`config.mk`:
```
export PLATFORM = sky130hd
export DESIGN_NAME = dsm_dac_mo
export DESIGN_NICKNAME = d
export VERILOG_FILES = /design/src/rtl/dsm_dac_mo.sv
export SDC_FILE = /design/constraint.sdc
export NUM_CORES = 1
export LEC_CHECK = 0
export ABC_AREA = 1
export CORE_MARGIN = 8
export CORE_UTILIZATION = 44
export DETAILED_ROUTE_END_ITERATION = 8
export GPL_ROUTABILITY_DRIVEN = 1
export GPL_TIMING_DRIVEN = 0
export SLEW_MARGIN = 10
export SYNTH_ARGS = -nofsm -noshare
export SYNTH_HDL_FRONTEND = slang
export SYNTH_SLANG_ARGS = --single-unit
export TNS_END_PERCENT = 30
```
`constraint.sdc`:
```
create_clock -name clk_i -period 15.75 [get_ports clk_i]
set_input_delay 3.15 -clock clk_i [delete_from_list [all_inputs] [get_ports clk_i]]
set_output_delay 3.15 -clock clk_i [all_outputs]
set_load 0.03 [all_outputs]
```
`src/rtl/dsm_dac_mo.sv`:
```
// dsm_dac_mo: 1st/2nd-order delta-sigma bitstream DAC with a one-entry sample buffer.
// Define DSM_DITHER_EN to add a 16-bit LFSR dither bit to the first integrator input.
module dsm_dac_mo #(
  parameter int BW       = 16,
  parameter int OSR_LOG2 = 6
) (
  input  logic                 clk_i,
  input  logic                 rst_i,
  input  logic                 en_i,
  input  logic                 mode_i,
  input  logic signed [BW-1:0] din_i,
  input  logic                 din_valid_i,
  output logic                 din_ready_o,
  output logic                 dac_o,
  output logic                 underrun_o,
  output logic                 ovf_o
);

  localparam int AW = BW + 4;
  localparam int EW = BW + 6;
  localparam logic [OSR_LOG2-1:0] CNT_MAX = '1;
  localparam logic [OSR_LOG2-1:0] CNT_ONE = {{(OSR_LOG2-1){1'b0}}, 1'b1};
  localparam logic signed [EW-1:0] SAT_MAX = {{(EW-BW-3){1'b0}}, {(BW+3){1'b1}}};
  localparam logic signed [EW-1:0] SAT_MIN = {{(EW-BW-3){1'b1}}, {(BW+2){1'b0}}, 1'b1};
  localparam logic signed [EW-1:0] FB_POS  = {{(EW-BW){1'b0}}, 1'b1, {(BW-1){1'b0}}};
  localparam logic signed [EW-1:0] FB_NEG  = {{(EW-BW+1){1'b1}}, {(BW-1){1'b0}}};

  function automatic logic signed [EW-1:0] ext(input logic signed [AW-1:0] a);
    ext = {{(EW-AW){a[AW-1]}}, a};
  endfunction

  function automatic logic signed [AW-1:0] sat(input logic signed [EW-1:0] v);
    if (v > SAT_MAX)      sat = SAT_MAX[AW-1:0];
    else if (v < SAT_MIN) sat = SAT_MIN[AW-1:0];
    else                  sat = v[AW-1:0];
  endfunction

  function automatic logic clamps(input logic signed [EW-1:0] v);
    clamps = (v > SAT_MAX) || (v < SAT_MIN);
  endfunction

  logic [OSR_LOG2-1:0] cnt_q, cnt_d;
  logic signed [BW-1:0] pend_q, pend_d, act_q, act_d;
  logic                 pend_full_q, pend_full_d;
  logic                 mode_q, mode_d;
  logic signed [AW-1:0] i1_q, i1_d, i2_q, i2_d;
  logic                 dac_q, dac_d, und_q, und_d, ovf_q, ovf_d;

  logic                 accept, wrap;
  logic signed [EW-1:0] fb, dith, x_ext, sum1, sum2;
  logic signed [AW-1:0] i1_new, i2_new;

`ifdef DSM_DITHER_EN
  logic [15:0] lfsr_q, lfsr_d;

  always_comb begin
    lfsr_d = lfsr_q;
    if (en_i) lfsr_d = {lfsr_q[0] ^ lfsr_q[2] ^ lfsr_q[3] ^ lfsr_q[5], lfsr_q[15:1]};
    dith = {{(EW-1){1'b0}}, lfsr_q[0]};
  end

  always_ff @(posedge clk_i) begin
    if (rst_i) lfsr_q <= 16'hACE1;
    else       lfsr_q <= lfsr_d;
  end
`else
  assign dith = '0;
`endif

  // Integrator arithmetic is carried at EW bits so the raw sums never wrap before clamping.
  always_comb begin
    accept = din_valid_i & ~pend_full_q;
    wrap   = en_i & (cnt_q == CNT_MAX);
    fb     = dac_q ? FB_POS : FB_NEG;
    x_ext  = {{(EW-BW){act_q[BW-1]}}, act_q} + dith;
    sum1   = ext(i1_q) + x_ext - fb;
    i1_new = sat(sum1);
    sum2   = ext(i2_q) + ext(i1_new) - fb;
    i2_new = sat(sum2);

    cnt_d       = cnt_q;
    pend_d      = pend_q;
    pend_full_d = pend_full_q;
    act_d       = act_q;
    mode_d      = mode_q;
    i1_d        = i1_q;
    i2_d        = i2_q;
    dac_d       = dac_q;
    und_d       = 1'b0;
    ovf_d       = ovf_q;

    if (!en_i) begin
      cnt_d = '0;
      i1_d  = '0;
      i2_d  = '0;
      dac_d = ~dac_q;
    end else begin
      cnt_d = cnt_q + CNT_ONE;
      if (wrap && (mode_i != mode_q)) begin
        i1_d  = '0;
        i2_d  = '0;
        dac_d = 1'b1;
      end else if (!mode_q) begin
        i1_d  = i1_new;
        dac_d = ~i1_new[AW-1];
        ovf_d = ovf_q | clamps(sum1);
      end else begin
        i1_d  = i1_new;
        i2_d  = i2_new;
        dac_d = ~i2_new[AW-1];
        ovf_d = ovf_q | clamps(sum1) | clamps(sum2);
      end
    end

    // Period boundary: buffered sample first, then a same-cycle bypass, else underrun.
    if (wrap) begin
      mode_d = mode_i;
      if (pend_full_q) begin
        act_d       = pend_q;
        pend_full_d = 1'b0;
      end else if (accept) begin
        act_d = din_i;
      end else begin
        und_d = 1'b1;
      end
    end else if (accept) begin
      pend_d      = din_i;
      pend_full_d = 1'b1;
    end
  end

  always_ff @(posedge clk_i) begin
    if (rst_i) begin
      cnt_q       <= '0;
      pend_full_q <= 1'b0;
      act_q       <= '0;
      mode_q      <= 1'b0;
      i1_q        <= '0;
      i2_q        <= '0;
      dac_q       <= 1'b0;
      und_q       <= 1'b0;
      ovf_q       <= 1'b0;
    end else begin
      cnt_q       <= cnt_d;
      pend_full_q <= pend_full_d;
      act_q       <= act_d;
      mode_q      <= mode_d;
      i1_q        <= i1_d;
      i2_q        <= i2_d;
      dac_q       <= dac_d;
      und_q       <= und_d;
      ovf_q       <= ovf_d;
    end
  end

  always_ff @(posedge clk_i) begin
    pend_q <= pend_d;
  end

  assign din_ready_o = ~pend_full_q;
  assign dac_o       = dac_q;
  assign underrun_o  = und_q;
  assign ovf_o       = ovf_q;

endmodule

```
==> results.sh <==
export IMPL_status="completed"
export IMPL_finalMaxSlewViolations=0
export IMPL_layout_min_cycle_time_ns=7.72
export IMPL_post_cts_resized=0
export IMPL_antenna_cells=0
export IMPL_post_cts_buffers=0
export IMPL_insertion_delay_ns=0.34
export IMPL_grt_overflow=0
export IMPL_grt_usage_pct=17.0
export IMPL_fin_cells=1147
export IMPL_r2r_start="dac_o$_SDFF_PP0_"
export IMPL_hold_viol=0
export IMPL_min_to="cnt_q[0]$_SDFF_PP0_"
export IMPL_setup_viol=0
export IMPL_synth_edf_count=16
export IMPL_drt_total_wl_mm=16.0
export IMPL_via_per_inst=4.97
export IMPL_drtPass1Iterations=5
export IMPL_dieHeight_um=138
export IMPL_clock_path_buffers=2
export IMPL_antenna_found_initial=0
export IMPL_yosys_warnings=0
export IMPL_io_pins=25
export IMPL_rows=44
export IMPL_core_um2=14600
export IMPL_cp_slowest_cell="dfxtp_1"
export IMPL_yosys_area_top_type="dfxtp_1"
export IMPL_synth_flop_cell="dfxtp_1"
export IMPL_seq_area_frac_synth_pct=27.7
export IMPL_required_ns=15.97
export IMPL_cpPeakStageDelay_ns=0.73
export IMPL_synthTopCellsByCount="214 x nand2_1, 174 x inv_1, 72 x ha_1"
export IMPL_layout_drive_gt1_share_pct=7.37
export IMPL_drc=0
export IMPL_ys_ff_latch=83
export IMPL_fin_nets=1059
export IMPL_crit_fanout=10
export IMPL_synth_top_area_share_pct=20.4
export IMPL_initial_utilization_pct=45.1
export IMPL_grt_pass1_vias=5559
export IMPL_dpl_hpwl_mm=13.0
export IMPL_io_buffers=24
export IMPL_crit_arrival_ns=7.95
export IMPL_cts_clk_slew_worst_paths_ns=0.07
export IMPL_rsz0062_at_grt="no"
export IMPL_fin_crit_sh_pct=49.0
export IMPL_hold_depth=1
export IMPL_final_setup_tns_ns=0
export IMPL_final_area_um2=7350
export IMPL_drt_iter0_markers=287
export IMPL_grt_pass1_wl_mm=27.2
export IMPL_worstSetupStartpointType="register"
export IMPL_root_buffer="clkbuf_16"
export IMPL_numCtsBuffers=9
export IMPL_r2r_end="i2_q[13]$_SDFFE_PP0P_"
export IMPL_worst_pin_slew_ns=0.863
export IMPL_cts_sinks=83
export IMPL_synth_most_common_cell="nand2_1"
export IMPL_syn_avg_cell_area_um2=7.13
export IMPL_fmax_ghz=0.129
export IMPL_die_area_um2=19100
export IMPL_fillers=1468
export IMPL_hp_start="cnt_q[0]$_SDFF_PP0_"
export IMPL_final_setup_skew_ns=0.0109
export IMPL_place_congestion=0.886
export IMPL_wl_per_cell_um=14.0
export IMPL_ant_nets=0
export IMPL_worstHoldPathType="reg -> reg"
export IMPL_placement_cell_area_um2=7060
export IMPL_cts_hold_fix_buffers=0
export IMPL_ctsHtreeMaxLevel=3
export IMPL_syn_inst=923
export IMPL_syn_area_um2=6590
export IMPL_async_reset_ff_share_pct=0
export IMPL_critPathCaptureType="register"
export IMPL_syn_to_final_growth_pct=11.6
export IMPL_synthTopCellsByArea="dfxtp_1 20%, ha_1 14%, nand2_1 12%"
export IMPL_dieWidth_um=138
export IMPL_synthDistinctLibCells=45
export IMPL_worstRegToRegCells=38
export IMPL_crit_top_cell="nand2_1"
export IMPL_drv_cap=0
export IMPL_placedCellCount=1131
export IMPL_num_vias=5706
export IMPL_rrSetupSlack_ns=8.03
export IMPL_path_class="reg -> reg"
export IMPL_grt_max_degree=17
export IMPL_relSlewSlack_pct=42.4
export IMPL_syn_nets=1024
export IMPL_cts_tree="built"
worst max path at each step:
| stage | startpoint | to | depth (start not counted) |
|---|---|---|---|
| after floorplan | dac_o$_SDFF_PP0_ | i2_q[10]$_SDFFE_PP0P_ | 35 |
| after global placement | dac_o$_SDFF_PP0_ | ovf_o$_SDFFE_PP0P_ | 41 |
| after detailed placement | dac_o$_SDFF_PP0_ | i2_q[13]$_SDFFE_PP0P_ | 38 |
| after CTS | dac_o$_SDFF_PP0_ | ovf_o$_SDFFE_PP0P_ | 41 |
| after global routing | dac_o$_SDFF_PP0_ | ovf_o$_SDFFE_PP0P_ | 41 |
| final | dac_o$_SDFF_PP0_ | i2_q[13]$_SDFFE_PP0P_ | 38 |
cells by family (layout without fill, tap and decap cells):
| group | Yosys count | in the layout | synth area share (%) |
|---|---|---|---|
| and+or+nand+nor | 375 | 375 | 25.3 |
| buffers and inverters | 198 | 238 | 11.7 |
| AOI/OAI and AO/OA | 167 | 167 | 16.0 |
| DFF | 83 | 83 | 27.7 |
| adders and majority gates | 80 | 80 | 16.1 |
| xor gates and xnor gates | 20 | 20 | 3.29 |
layer usage:
layer | part of all wire [%] | up-vias | track usage (%)
met4 | 1.0 | 0 | 4.35
met5 | 0 | - | 0
li1 | - | 3038 | -
met3 | 3.1 | 12 | 2.26
met1 | 50 | 2569 | 22.4
met2 | 46 | 87 | 28.5
metrics by stage:
step	hold slack, ns	worst slack (ns)	util, %
final	0.452	8.03	50.4
after global routing	0.486	7.26	50.4
after CTS	0.456	7.95	50.4
after detailed placement	0.442	7.96	48.4
after global placement	0.435	7.95	48.4
after floorplan	0.418	9.26	-
registers in the layout, summed over array words and instances (netlist names):
signal	cells
i1_q	20
act_q	16
underrun_o	1
pend_full_q	1
cnt_q	6
i2_q	20
mode_q	1
ovf_o	1
pend_q	16
dac_o	1
critical path, delay by kind of cell, from the launching register on:
kind | cells | cell delay (ns)
fa+ha+maj | 4 | 1.62
compound gates | 10 | 1.88
simple gates | 16 | 1.86
xor+xnor | 2 | 0.47
buf+inv | 6 | 1.06
flops | 1 | 0.73
layout by cell type, fill, tap and decap left out, types with 2 or more instances in the layout:
cell	n
nand3_2	5
and2_1	2
a21oi_4	12
fa_1	8
o21bai_1	2
xor2_1	8
a21oi_2	3
a31oi_1	22
nor2_1	64
clkdlybuf4s50_1	24
o31ai_1	2
xor2_2	3
nand2_2	14
o21ai_0	55
buf_2	2
nor4_1	5
inv_1	174
nand3b_1	11
a21oi_1	64
xnor2_1	8
inv_2	4
clkbuf_1	15
ha_1	72
edfxtp_1	16
nor2_2	3
nor3_1	11
nand4_1	7
dfxtp_1	67
nand3_1	33
nand2_1	214
nand2_4	4
clkbuf_16	9
buf_1	2
area by class of cell:
type / count / area [µm²] / share of cell area [%]
Clock buffer: 12 / 236 / 3.22
Sequential cell: 83 / 1820 / 24.8
Tap cell: 184 / 230 / 3.13
Clock inverter: 4 / 51.3 / 0.698
Multi-Input combinational cell: 642 / 4000 / 54.4
Inverter: 179 / 672 / 9.15
Buffer: 19 / 98.8 / 1.35
Timing Repair Buffer: 24 / 240 / 3.27
Power is left out: the tool's default activity adds up to more than one toggle a clock period on the data nets, which glitch-free logic cannot reach.
